`src/rtl/muldiv_unit.sv`:
```
// muldiv_unit: iterative multiply/divide unit, one result bit per cycle.
//   MULT/MULTU produce the full 2*WIDTH product as {result_hi,result_lo}.
//   DIV/DIVU produce quotient in result_lo and remainder in result_hi.
// Ports:
//   clk, rst        clock, synchronous active-high reset
//   start, op       request and opcode (00 MULT, 01 MULTU, 10 DIV, 11 DIVU)
//   src_a, src_b    multiplicand/dividend, multiplier/divisor
//   annul           cancel the in-flight operation
//   busy            unit is not idle
//   stallreq        pipeline stall request (accepting cycle and CALC)
//   done            one-cycle result-valid pulse
//   result_hi/lo    product halves or remainder/quotient
//   div_by_zero     last completed operation divided by zero
module muldiv_unit #(
    parameter int unsigned WIDTH = 32
) (
    input  logic             clk,
    input  logic             rst,
    input  logic             start,
    input  logic [1:0]       op,
    input  logic [WIDTH-1:0] src_a,
    input  logic [WIDTH-1:0] src_b,
    input  logic             annul,
    output logic             busy,
    output logic             stallreq,
    output logic             done,
    output logic [WIDTH-1:0] result_hi,
    output logic [WIDTH-1:0] result_lo,
    output logic             div_by_zero
);

    localparam int unsigned CW = $clog2(WIDTH);
    localparam int unsigned W2 = 2 * WIDTH;

    typedef enum logic [1:0] {
        S_IDLE = 2'd0,
        S_CALC = 2'd1,
        S_DONE = 2'd2
    } state_e;

    state_e            state_q, state_d;
    logic [CW-1:0]     cnt_q, cnt_d;
    logic              is_div_q, is_div_d;
    logic              neg_q, neg_d;          // negate product / quotient
    logic              rem_neg_q, rem_neg_d;  // negate remainder (dividend sign)
    logic [WIDTH-1:0]  hi_q, hi_d;            // partial product high / remainder
    logic [WIDTH-1:0]  lo_q, lo_d;            // multiplier / dividend-quotient
    logic [WIDTH-1:0]  b_q, b_d;              // multiplicand / divisor magnitude
    logic [WIDTH-1:0]  res_hi_q, res_hi_d;
    logic [WIDTH-1:0]  res_lo_q, res_lo_d;
    logic              dbz_q, dbz_d;

    logic              accept;
    logic              a_neg, b_neg;
    logic [WIDTH-1:0]  a_mag, b_mag;
    logic [WIDTH:0]    mul_sum;
    logic [WIDTH:0]    div_shift;
    logic [WIDTH:0]    div_diff;
    logic              div_ge;
    logic [WIDTH-1:0]  step_hi, step_lo;
    logic [W2-1:0]     prod, prod_neg;
    logic [WIDTH-1:0]  fin_hi, fin_lo;

    assign accept = (state_q == S_IDLE) && start && !annul;

    // Operand magnitudes; op[0]==0 selects the signed variants
    always_comb begin : operand_prep
        a_neg = !op[0] && src_a[WIDTH-1];
        b_neg = !op[0] && src_b[WIDTH-1];
        a_mag = a_neg ? ({WIDTH{1'b0}} - src_a) : src_a;
        b_mag = b_neg ? ({WIDTH{1'b0}} - src_b) : src_b;
    end

    // One iteration of shift-add multiply or restoring divide, plus sign fix-up
    always_comb begin : iterate
        mul_sum   = {1'b0, hi_q} + (lo_q[0] ? {1'b0, b_q} : {(WIDTH+1){1'b0}});
        div_shift = {hi_q, lo_q[WIDTH-1]};
        div_diff  = div_shift - {1'b0, b_q};
        // remainder < divisor keeps the shifted value below 2*divisor, so bit WIDTH is the borrow
        div_ge    = !div_diff[WIDTH];
        if (is_div_q) begin
            step_hi = div_ge ? div_diff[WIDTH-1:0] : div_shift[WIDTH-1:0];
            step_lo = {lo_q[WIDTH-2:0], div_ge};
        end else begin
            step_hi = mul_sum[WIDTH:1];
            step_lo = {mul_sum[0], lo_q[WIDTH-1:1]};
        end
        prod     = {step_hi, step_lo};
        prod_neg = {W2{1'b0}} - prod;
        if (is_div_q) begin
            fin_hi = rem_neg_q ? ({WIDTH{1'b0}} - step_hi) : step_hi;
            fin_lo = neg_q     ? ({WIDTH{1'b0}} - step_lo) : step_lo;
        end else begin
            fin_hi = neg_q ? prod_neg[W2-1:WIDTH]  : step_hi;
            fin_lo = neg_q ? prod_neg[WIDTH-1:0]   : step_lo;
        end
    end

    // Next-state and datapath update
    always_comb begin : next_state
        state_d   = state_q;
        cnt_d     = cnt_q;
        is_div_d  = is_div_q;
        neg_d     = neg_q;
        rem_neg_d = rem_neg_q;
        hi_d      = hi_q;
        lo_d      = lo_q;
        b_d       = b_q;
        res_hi_d  = res_hi_q;
        res_lo_d  = res_lo_q;
        dbz_d     = dbz_q;

        case (state_q)
            S_IDLE: begin
                if (accept) begin
                    if (op[1] && (src_b == {WIDTH{1'b0}})) begin
                        state_d  = S_DONE;
                        res_hi_d = src_a;
                        res_lo_d = {WIDTH{1'b1}};
                        dbz_d    = 1'b1;
                    end else begin
                        state_d   = S_CALC;
                        cnt_d     = {CW{1'b0}};
                        is_div_d  = op[1];
                        neg_d     = a_neg ^ b_neg;
                        rem_neg_d = a_neg;
                        hi_d      = {WIDTH{1'b0}};
                        lo_d      = a_mag;
                        b_d       = b_mag;
                    end
                end
            end
            S_CALC: begin
                if (annul) begin
                    state_d = S_IDLE;
                end else begin
                    hi_d  = step_hi;
                    lo_d  = step_lo;
                    cnt_d = cnt_q + CW'(1);
                    if (cnt_q == CW'(WIDTH - 1)) begin
                        state_d  = S_DONE;
                        res_hi_d = fin_hi;
                        res_lo_d = fin_lo;
                        dbz_d    = 1'b0;
                    end
                end
            end
            S_DONE: begin
                state_d = S_IDLE;
            end
            default: begin
                state_d = S_IDLE;
            end
        endcase
    end

    // State and datapath registers
    always_ff @(posedge clk) begin : regs
        if (rst) begin
            state_q   <= S_IDLE;
            cnt_q     <= {CW{1'b0}};
            is_div_q  <= 1'b0;
            neg_q     <= 1'b0;
            rem_neg_q <= 1'b0;
            hi_q      <= {WIDTH{1'b0}};
            lo_q      <= {WIDTH{1'b0}};
            b_q       <= {WIDTH{1'b0}};
            res_hi_q  <= {WIDTH{1'b0}};
            res_lo_q  <= {WIDTH{1'b0}};
            dbz_q     <= 1'b0;
        end else begin
            state_q   <= state_d;
            cnt_q     <= cnt_d;
            is_div_q  <= is_div_d;
            neg_q     <= neg_d;
            rem_neg_q <= rem_neg_d;
            hi_q      <= hi_d;
            lo_q      <= lo_d;
            b_q       <= b_d;
            res_hi_q  <= res_hi_d;
            res_lo_q  <= res_lo_d;
            dbz_q     <= dbz_d;
        end
    end

    assign busy        = (state_q != S_IDLE);
    assign done        = (state_q == S_DONE);
    assign stallreq    = accept || (state_q == S_CALC);
    assign result_hi   = res_hi_q;
    assign result_lo   = res_lo_q;
    assign div_by_zero = dbz_q;

endmodule

```
`config.mk`:
```
export PLATFORM = sky130hd
export DESIGN_NAME = muldiv_unit
export DESIGN_NICKNAME = d
export VERILOG_FILES = /design/src/rtl/muldiv_unit.sv
export SDC_FILE = /design/constraint.sdc
export NUM_CORES = 1
export LEC_CHECK = 0
export ABC_CLOCK_PERIOD_IN_PS = 5700
export CAP_MARGIN = 5
export CELL_PAD_IN_SITES_DETAIL_PLACEMENT = 0
export CELL_PAD_IN_SITES_GLOBAL_PLACEMENT = 1
export CORE_ASPECT_RATIO = 1.2
export CORE_MARGIN = 4
export CORE_UTILIZATION = 43
export DETAILED_ROUTE_END_ITERATION = 10
export PLACE_DENSITY_LB_ADDON = 0.2
export SETUP_SLACK_MARGIN = 0.02
export SYNTH_ARGS = -nofsm -noshare
export SYNTH_HDL_FRONTEND = slang
export SYNTH_SLANG_ARGS = --single-unit
export TNS_END_PERCENT = 1
```
`constraint.sdc`:
```
create_clock -name clk -period 5.7 [get_ports clk]
set_clock_uncertainty 0.2 [all_clocks]
set_input_delay 1.14 -clock clk [delete_from_list [all_inputs] [get_ports clk]]
set_output_delay 1.14 -clock clk [all_outputs]
set_load 0.03 [all_outputs]
```
After elaboration in Yosys (flattened, before gate mapping)
Index checks and enable logic that the tools add are counted.
{"block": "word_totals", "reg_bits": 171, "input_bits": 70, "output_inout_bits": 68, "wordCells": 91}
{"block": "classes", "add_sub_neg": 8, "n_eq_ne": 9, "muxes": 44, "bitwise_logic": 2, "reduce_logical": 17}
{"op": "2-to-1 mux 32 bit", "count": 26}
{"op": "case mux 32 bit (2 select lines)", "count": 4}
{"op": "subtractor 1 x 32 -> 32 bit, first input constant", "count": 4}
{"op": "subtractor 1 x 64 -> 64 bit, first input constant", "count": 1}
{"op": "adder 32 x 32 -> 33 bit", "count": 1}
{"op": "subtractor 33 x 32 -> 33 bit", "count": 1}
{"op": "logical NOT 32 bit", "count": 1}
{"op": "2-to-1 mux 5 bit", "count": 3}
{"op": "case mux 5 bit (2 select lines)", "count": 1}
{"op": "2-to-1 mux 2 bit", "count": 4}
{"op": "inequality test 2 bit, second input constant", "count": 4}
{"op": "adder 5 x 1 -> 5 bit, second input constant", "count": 1}
{"op": "== test 5 bit, second input constant", "count": 1}
{"op": "logical AND 1 bit", "count": 5}
{"op": "AND reduction 5 bit", "count": 1}
{"op": "2-to-1 mux 1 bit", "count": 4}
{"op": "case mux 2 bit (2 select lines)", "count": 1}
{"op": "AND reduction 4 bit", "count": 1}
{"op": "nonzero test 2 bit", "count": 2}
{"op": "logical NOT 1 bit", "count": 3}
{"op": "inequality test 3 bit, second input constant", "count": 1}
{"op": "AND reduction 3 bit", "count": 1}
{"op": "== test 2 x 1 -> 1 bit, second input constant", "count": 1}
{"op": "== test 2 bit, second input constant", "count": 1}
{"op": "7 further kinds", "count": 7}

Logic depth before layout (Yosys ltp)
Gate-level depths: netlist of the first run.
{"block": "logic_depth", "depth_word": 9, "ltp_mapped": 24, "depth_no_buf": 24}

Worst setup path after synthesis of the first run
No wires, ideal clock.
{"block": "synth_timing", "path_kind": "reg2reg", "from": "reg lo_q[31]", "to": "reg res_hi_q[16] (netlist: result_hi[16])", "setup_ns": 0.071, "t_arrival_ns": 4.981, "path_slack_ns": 0.448, "stages_incl_launch_ff": 23, "path_buffers": 0, "cell_sequence": "dfxtp_1 inv_1 ha_1 inv_1 fa_1 a211oi_1 o211ai_1 nand3_1 a21boi_2 o31ai_4 nor2_4 nor2_1 ha_1 o2111ai_1 a2111o_1 or3_1 or2_2 nor4_1 nor2_1 o41ai_1 xor2_1 a211o_1 a21oi_1"}
{"block": "synth_between", "elab_chain_cells": 9}
{"element": "start, declared", "line_no": "47", "rtl": "logic [WIDTH-1:0] lo_q, lo_d;"}
{"element": "start signal, assigned", "line_no": "166", "rtl": "lo_q <= {WIDTH{1'b0}};"}
{"element": "start signal, assigned", "line_no": "178", "rtl": "lo_q <= lo_d;"}
{"element": "subtractor 33 x 32 -> 33 bit", "line_no": "78", "rtl": "div_diff = div_shift - {1'b0, b_q};"}
{"element": "2-to-1 mux 32 bit or logical NOT 1 bit (tied branches)", "line_no": "82, 80"}
{"element": "2-to-1 mux 32 bit", "line_no": "81", "rtl": "if (is_div_q) begin"}
{"element": "subtractor 1 x 64 -> 64 bit or subtractor 1 x 32 -> 32 bit (tied branches)", "line_no": "89, 91"}
{"element": "2-to-1 mux 32 bit (on tied branches)", "line_no": "94, 91"}
{"element": "2-to-1 mux 32 bit (*)", "line_no": "90", "rtl": "if (is_div_q) begin"}
{"element": "2-to-1 mux 32 bit (*)", "line_no": "140", "rtl": "if (cnt_q == CW'(WIDTH - 1)) begin"}
{"element": "2-to-1 mux 32 bit (*)", "line_no": "134", "rtl": "if (annul) begin"}
{"element": "case mux 32 bit (2 select lines) (*)", "line_no": "113", "rtl": "case (state_q)"}
{"element": "end signal, assigned", "line_no": "168", "rtl": "res_hi_q <= {WIDTH{1'b0}};"}
{"element": "end signal, assigned", "line_no": "180", "rtl": "res_hi_q <= res_hi_d;"}
{"element": "end, declared", "line_no": "49", "rtl": "logic [WIDTH-1:0] res_hi_q, res_hi_d;"}
Every way passes the cells marked *; elsewhere a longest branch is shown, timed or not. The select of a mux whose other input is x is not followed.
A chain may end at the register's enable or synchronous reset.

Worst setup path in the final report of the first run
{"block": "layout_timing", "from": "in src_b[1]", "to": "reg res_hi_q[26] (netlist: result_hi[26])"}
{"block": "layout_between", "elab_chain_cells": 4}
{"element": "start, declared", "line_no": "22", "rtl": "input logic [WIDTH-1:0] src_b,"}
{"element": "logical NOT 32 bit", "line_no": "116", "rtl": "if (op[1] && (src_b == {WIDTH{1'b0}})) begin"}
{"element": "logical AND 1 bit", "line_no": "116"}
{"element": "inequality test 2 x 1 -> 1 bit (no source line)"}
{"element": "AND reduction 5 bit (no source line)"}
No other way between the ends.

==> results of run 1 <==
==> power by group through the flow <==
stage | clock [W] | combinational (W) | sequential (W)
floorplan | 0 | 0.000631 | 0.00128
global placement | 0 | 0.000973 | 0.00130
detailed placement | 0 | 0.000977 | 0.00130
CTS | 0.00128 | 0.000984 | 0.00127
global route | 0.00131 | 0.00108 | 0.00128
finish | 0.00127 | 0.00100 | 0.00127
==> worst register-to-register path, stage by stage, from the launching register on <==
cell	delay [ps]
dfxtp_1	380
inv_1	80
ha_1	230
inv_1	80
fa_1	230
a211oi_2	90
o211ai_1	390
nand3_2	180
a21bo_4	280
a21oi_4	210
nor2_4	70
nor2_1	160
ha_1	210
o2111ai_1	140
a2111o_1	380
or3_1	400
or2_2	340
nor4_2	250
buf_4	180
nor2_1	100
or3_1	390
nand3_1	150
a311oi_1	120
==> state kept, by name, indices dropped and copies added (netlist names) <==
name / cells
div_by_zero: 1
is_div_q: 1
b_q: 32
neg_q: 1
cnt_q: 5
lo_q: 32
result_hi: 32
hi_q: 32
result_lo: 32
state_q: 2
rem_neg_q: 1
==> layout make-up <==
cell class | instances | share of cell area
Clock buffer | 18 | 0.0242
Clock inverter | 14 | 0.0102
Inverter | 64 | 0.0135
Multi-Input combinational cell | 1669 | 0.603
Sequential cell | 171 | 0.193
Tap cell | 456 | 0.0321
Timing Repair Buffer | 242 | 0.124
==> routing by layer <==
layer	part of all wire	up-vias
li1	-	7658
met1	0.40	7500
met3	0.057	107
met5	0	-
met4	0.052	0
met2	0.49	547
==> per-stage QoR <==
step / utilization / setup TNS (ps)
3_5_place_dp: 0.503 / -325
6_report: 0.522 / 0
5_1_grt: 0.522 / -4.27
2_1_floorplan: - / 0
4_1_cts: 0.521 / 0
3_3_place_gp: 0.503 / -176
==> worst min path at each step <==
stage                                 end  slack [ps]
3_5_place_dp   result_hi[23]$_SDFFE_PP0P_         250
3_3_place_gp   result_hi[14]$_SDFFE_PP0P_         250
5_1_grt        result_hi[23]$_SDFFE_PP0P_         280
6_report       result_hi[23]$_SDFFE_PP0P_         250
2_1_floorplan       cnt_q[3]$_SDFFE_PP0P_         240
4_1_cts        result_hi[23]$_SDFFE_PP0P_         260
==> cells by family after synthesis <==
group / after synthesis
flip-flops: 171
AO/OA/AOI/OAI: 639
adder cells (fa/ha/maj): 72
XOR/XNOR: 159
buffers and inverters: 192
AND/OR/NAND/NOR: 749
multiplexers: 50
==> cells in the mapped netlist (9+ instances only) <==
| cell type | count | area share |
|---|---|---|
| nor2_1 | 314 | 0.080 |
| a21oi_1 | 180 | 0.061 |
| dfxtp_1 | 171 | 0.23 |
| nand2_1 | 163 | 0.041 |
| a211oi_1 | 91 | 0.046 |
| o21ai_0 | 90 | 0.030 |
| clkbuf_1 | 88 | 0.022 |
| xor2_1 | 87 | 0.051 |
| xnor2_1 | 72 | 0.043 |
| ha_1 | 70 | 0.059 |
| inv_1 | 63 | 0.016 |
| nor3_1 | 56 | 0.019 |
| and2_1 | 41 | 0.017 |
| mux2i_1 | 35 | 0.024 |
| a22oi_1 | 31 | 0.016 |
| a31oi_1 | 29 | 0.012 |
| nand3_1 | 27 | 0.0091 |
| o211ai_1 | 26 | 0.013 |
| buf_2 | 22 | 0.0074 |
| o31ai_1 | 22 | 0.011 |
| a311oi_1 | 21 | 0.012 |
| or3_1 | 20 | 0.0085 |
| a21o_1 | 18 | 0.0091 |
| o22ai_1 | 17 | 0.0072 |
| buf_1 | 16 | 0.0041 |
| nand4_1 | 16 | 0.0068 |
| mux2_2 | 14 | 0.011 |
| nand2b_1 | 14 | 0.0059 |
| nor2b_1 | 14 | 0.0059 |
| nor4_1 | 14 | 0.0059 |
| o21bai_1 | 13 | 0.0066 |
| and3_1 | 12 | 0.0051 |
| a211o_1 | 9 | 0.0053 |
| o41ai_1 | 9 | 0.0053 |
| or2_2 | 9 | 0.0038 |
==> what timing repair did <==
action / 4_1_cts / 5_1_grt
resized for setup: 3 / 7
endpoints found under the setup margin: 6 / 13
pin swaps: 0 / 7
==> results.cfg, run 1 <==
[detailed_routing]
wl_per_cell_um = 21.9
routed_wl_mm = 57.6
drt-pass1-iter-count = 6
drcViolationCount = 0
dr.first_iter.drc_count = 1289
vias_per_cell = 6.00
vias = 15800
drtAntennaViolNets = 0

[pwr]
pwr-share-seq = 0.359
p_int_w = 0.00227
power_w = 0.00354
leakagePower_nw = 6.71
power_frac_clock = 0.358
power.net_switching_w = 0.00126
combPwrFrac = 0.283
ir_worst_vdd_mv = 0.199
pwr_density_cell_nw_per_um2 = 199
switching_share = 0.357

[finish]
mostFrequentLayoutCell = nor2_1
num-nets-final = 2307
antenna_cells = 0
multiInputGateArea_um2 = 10700
drive_gt1_frac = 0.0973
seq_area_um2 = 3430
nFillCells = 3442
mostFrequentLayoutCells = nor2_1, a21oi_1, dfxtp_1
stdcell_count = 2634
stdcell_area_um2 = 17700
area_growth_pct = 19.9

[yosys]
synth_ff_type = dfxtp_1
synth_xor_area_frac = 0.0941
synth_top_family_by_area = compound AO/OA/AOI/OAI gates
synth_edf_count = 0
ys_warn_count = 0
synth_fp_nets = 2174
synthAdderAreaFrac = 0.0619
syn_area_um2 = 14800
avgSynthCellArea_um2 = 7.29
synth-simple-area-share = 0.237
synthArstFlopShare = 0
synth_compound_area_frac = 0.289
ys_seq_area_frac = 0.231
synth_mux_area_frac = 0.0353
syn_inst = 2032
ys_ff_latch = 171
ys_types = 94

[global_route]
grt_pass1_vias = 15200
top_usage_layer = met2
grt_overflow_total = 0
grtUsageMet2 = 0.527
use_met3 = 0.0446
grt_max_degree = 93
use_met1 = 0.352
grt_pass1_wl_mm = 87.5
groute.usage.overall = 0.299
antenna_found_initial = 0

[worst_setup_path]
cp-end-kind = flop
cp_num_cells = 18
r2r_start = lo_q[31]$_SDFFE_PP0P_
cp_data_arrival_time_ps = 5660
rr_worst_depth = 22
rrSetupSlack_ps = 310
critPathLaunchType = input port
crit_chain = clkdlybuf4s50_1 > inv_1 > ha_1 > or3b_1 > nor4_1 > buf_4 > nand2_1 > or2_1 > nor3_1 > nand2_1 > and4bb_2 > nand3b_1 > a211oi_4 > buf_12 > nand2_1 > nor2_1 > nand2_1 > a31oi_1
crit_end = result_hi[26]$_SDFFE_PP0P_
worstPathMaxFanout = 58
crit_type = in2reg
rr_endpoint = result_hi[10]$_SDFFE_PP0P_
crit_path_top_delay_cell = clkdlybuf4s50_1
path_delay_family = simple AND/OR/NAND/NOR gates
cp_common_cell = nand2_1
critPathMaxStageDelay_ps = 460
crit_start = src_b[1]
worstPathRequired_ps = 5880
cp.buffers_inverters = 4

[cts]
clk_latency_ps = 460
cts_buffer_depth = 2
hold_buffers = 0
h-tree-depth = 4
cts-buffers-inserted = 17
clock-sinks = 171
tritoncts = yes
path_clk_slew_ps = 70
cts_setup_buffers = 0
root_buffer = clkbuf_16

[timing]
drv_slew = 0
worst_slew_pin_slew_ps = 1320
period_minus_slack_ps = 5480
clock.fmax_ghz = 0.182
min_period_over_period = 0.962
rsz0062_at_grt = true
timing.final.ws_setup_ps = 218
setup_viol_count_final = 0
relSlewSlack = 0.120
holdWs_ps = 255
hold_viol = 0

[placed_design]
dp.cells = 2602
gp_congestion = 0.955
hpwl_mm = 44.7
pre_cts_ws_ps = -199
io_buffers = 137
dpl_cell_area_um2 = 17100

[floorplanning]
rows = 74
ioPinCount = 138
dieArea_um2 = 37500
die_w_um = 177
fp.coreArea_um2 = 34000
die_h_um = 211
initial_core_util = 0.436

[min_path]
hp-start = result_hi[23]$_SDFFE_PP0P_
worstHoldPathCells = 2
hp-class = reg2reg

[job]
drv_cap = 0

[run_status]
outcome = complete, no violations
No activity file was read; power rests on OpenSTA's default activity.
==> inputs of run 2 (changes only) <==
--- a/config.mk
+++ b/config.mk
@@ -7,11 +7,11 @@
 export LEC_CHECK = 0
 export ABC_CLOCK_PERIOD_IN_PS = 5700
 export CAP_MARGIN = 5
-export CELL_PAD_IN_SITES_DETAIL_PLACEMENT = 0
-export CELL_PAD_IN_SITES_GLOBAL_PLACEMENT = 1
+export CELL_PAD_IN_SITES_DETAIL_PLACEMENT = 1
+export CELL_PAD_IN_SITES_GLOBAL_PLACEMENT = 2
 export CORE_ASPECT_RATIO = 1.2
 export CORE_MARGIN = 4
-export CORE_UTILIZATION = 43
+export CORE_UTILIZATION = 34
 export DETAILED_ROUTE_END_ITERATION = 10
 export PLACE_DENSITY_LB_ADDON = 0.2
 export SETUP_SLACK_MARGIN = 0.02
==> run 2 against run 1 <==
Effect of this change: combinational power about the same; worst setup slack better by 110 ps; largest cell class unchanged; critical endpoint is now result_hi[6]$_SDFFE_PP0P_; design area is 1.9% higher; final cell count grew 4.7%.
==> results.cfg, run 2 (synthesized netlist as in run 1, its figures left out) <==
[floorplanning]
die_w_um = 198
die_h_um = 237
dieArea_um2 = 47000
initial_core_util = 0.345
fp.coreArea_um2 = 42900
rows = 83
ioPinCount = 138

[placed_design]
hpwl_mm = 52.0
io_buffers = 137
gp_congestion = 0.903

[finish]
mostFrequentLayoutCells = nor2_1, a21oi_1, dfxtp_1
area_growth_pct = 22.1
mostFrequentLayoutCell = nor2_1
antenna_cells = 0
num-nets-final = 2336
drive_gt1_frac = 0.110
post-route-util = 0.422

[global_route]
groute.usage.overall = 0.271
grt_overflow_total = 0
grt_pass1_vias = 16300
antenna_found_initial = 0
grt_pass1_wl_mm = 99.0
grt_max_degree = 85

[detailed_routing]
routed_wl_mm = 65.6
vias = 16000
wl_per_cell_um = 23.8
drtAntennaViolNets = 0
drt-pass1-iter-count = 5
vias_per_cell = 5.80
drcViolationCount = 0
dr.first_iter.drc_count = 819

[pwr]
ir_worst_vdd_mv = 0.214
power_w = 0.00350
leakagePower_nw = 6.84
pwr_density_cell_nw_per_um2 = 193

[cts]
cts_buffer_depth = 2
clk_latency_ps = 480
path_clk_slew_ps = 70
h-tree-depth = 4
root_buffer = clkbuf_16
cts-buffers-inserted = 17
clock-sinks = 171
tritoncts = yes

[worst_setup_path]
path_delay_family = compound AO/OA/AOI/OAI gates
cp-end-kind = flop
cp_data_arrival_time_ps = 5580
cp.buffers_inverters = 3
critPathMaxStageDelay_ps = 410
worstPathMaxFanout = 4
crit_path_top_delay_cell = a2111o_1
rrSetupSlack_ps = 330
worstPathRequired_ps = 5920
crit_type = reg2reg
critPathLaunchType = flop

[min_path]
hp-class = reg2reg

[timing]
drv_slew = 0
setup_viol_count_final = 0
holdWs_ps = 261
period_minus_slack_ps = 5370
min_period_over_period = 0.942
clock.fmax_ghz = 0.186
rsz0062_at_grt = false
hold_viol = 0
relSlewSlack = 0.308
worst_slew_pin_slew_ps = 1040

[run_status]
outcome = complete, no violations

[job]
drv_cap = 0
## run 2: through the flow
step                      setup TNS (ps)  instance area [um2]  cells  setup slack, ps
final                                  0                18100   2759              333
after global routing                   0                18100   2759             67.0
after detailed placement               0                17500   2727             18.3
after global placement                 0                17500   2727              146
after floorplan                        0                14800   2032              448
after CTS                          -45.0                18000   2759            -22.9
## run 2: cell type report
type                    instances  area, um2
clock inverters                13        108
inverters                      64        240
flip-flops and latches        171       3430
multi-input cells            1669      10700
well taps                     552        691
fillers                      5349      24800
clock buffers                  19        453
repair buffers                271       2450
## run 2: final timing paths
path	from	endpoint	cells after the start
worst min register to register	result_hi[14]$_SDFFE_PP0P_	result_hi[14]$_SDFFE_PP0P_	2
worst max-delay path	lo_q[31]$_SDFFE_PP0P_	result_hi[6]$_SDFFE_PP0P_	25
worst min-delay path	result_hi[14]$_SDFFE_PP0P_	result_hi[14]$_SDFFE_PP0P_	2
worst max register to register	lo_q[31]$_SDFFE_PP0P_	result_hi[6]$_SDFFE_PP0P_	25
## run 2: timing repair
item,4_1_cts,5_1_grt
hold buffers,0,0
pin swaps,0,5
endpoints found under the setup margin,2,12
gates resized for setup,0,9
buffers inserted,0,0
## run 2: metal layers
metal	vias to the layer above	wire length (um)	GRT usage
met4	0	2890	0.114
met3	95	2010	0.0296
met1	7890	27800	0.328
met5	-	0	0
met2	328	32900	0.483
li1	7693	-	-
## run 2: power by group
part	internal (W)	leakage [nW]	switching, W
clock network	0.000593	0.277	0.000603
logic	0.000383	5.18	0.000649
registers	0.00123	1.39	0.0000384
## run 2: worst reg2reg max path, stage by stage (launching register included)
cell and delay, ps:
dfxtp_1 310, inv_1 70, ha_1 180, inv_1 60, fa_1 400, a211oi_2 230, o211ai_1 250, nand3_2 180
a21boi_2 90, o31ai_4 260, nor2_4 80, nor2_1 170, ha_1 220, o2111ai_1 180, a2111o_1 410, or2_2 350
nor4_2 330, nand2_1 120, buf_4 160, nand2_1 140, a31o_2 180, a41oi_1 120, xnor2_1 190, a211oi_1 300
a21oi_1 70, nor2_1 80
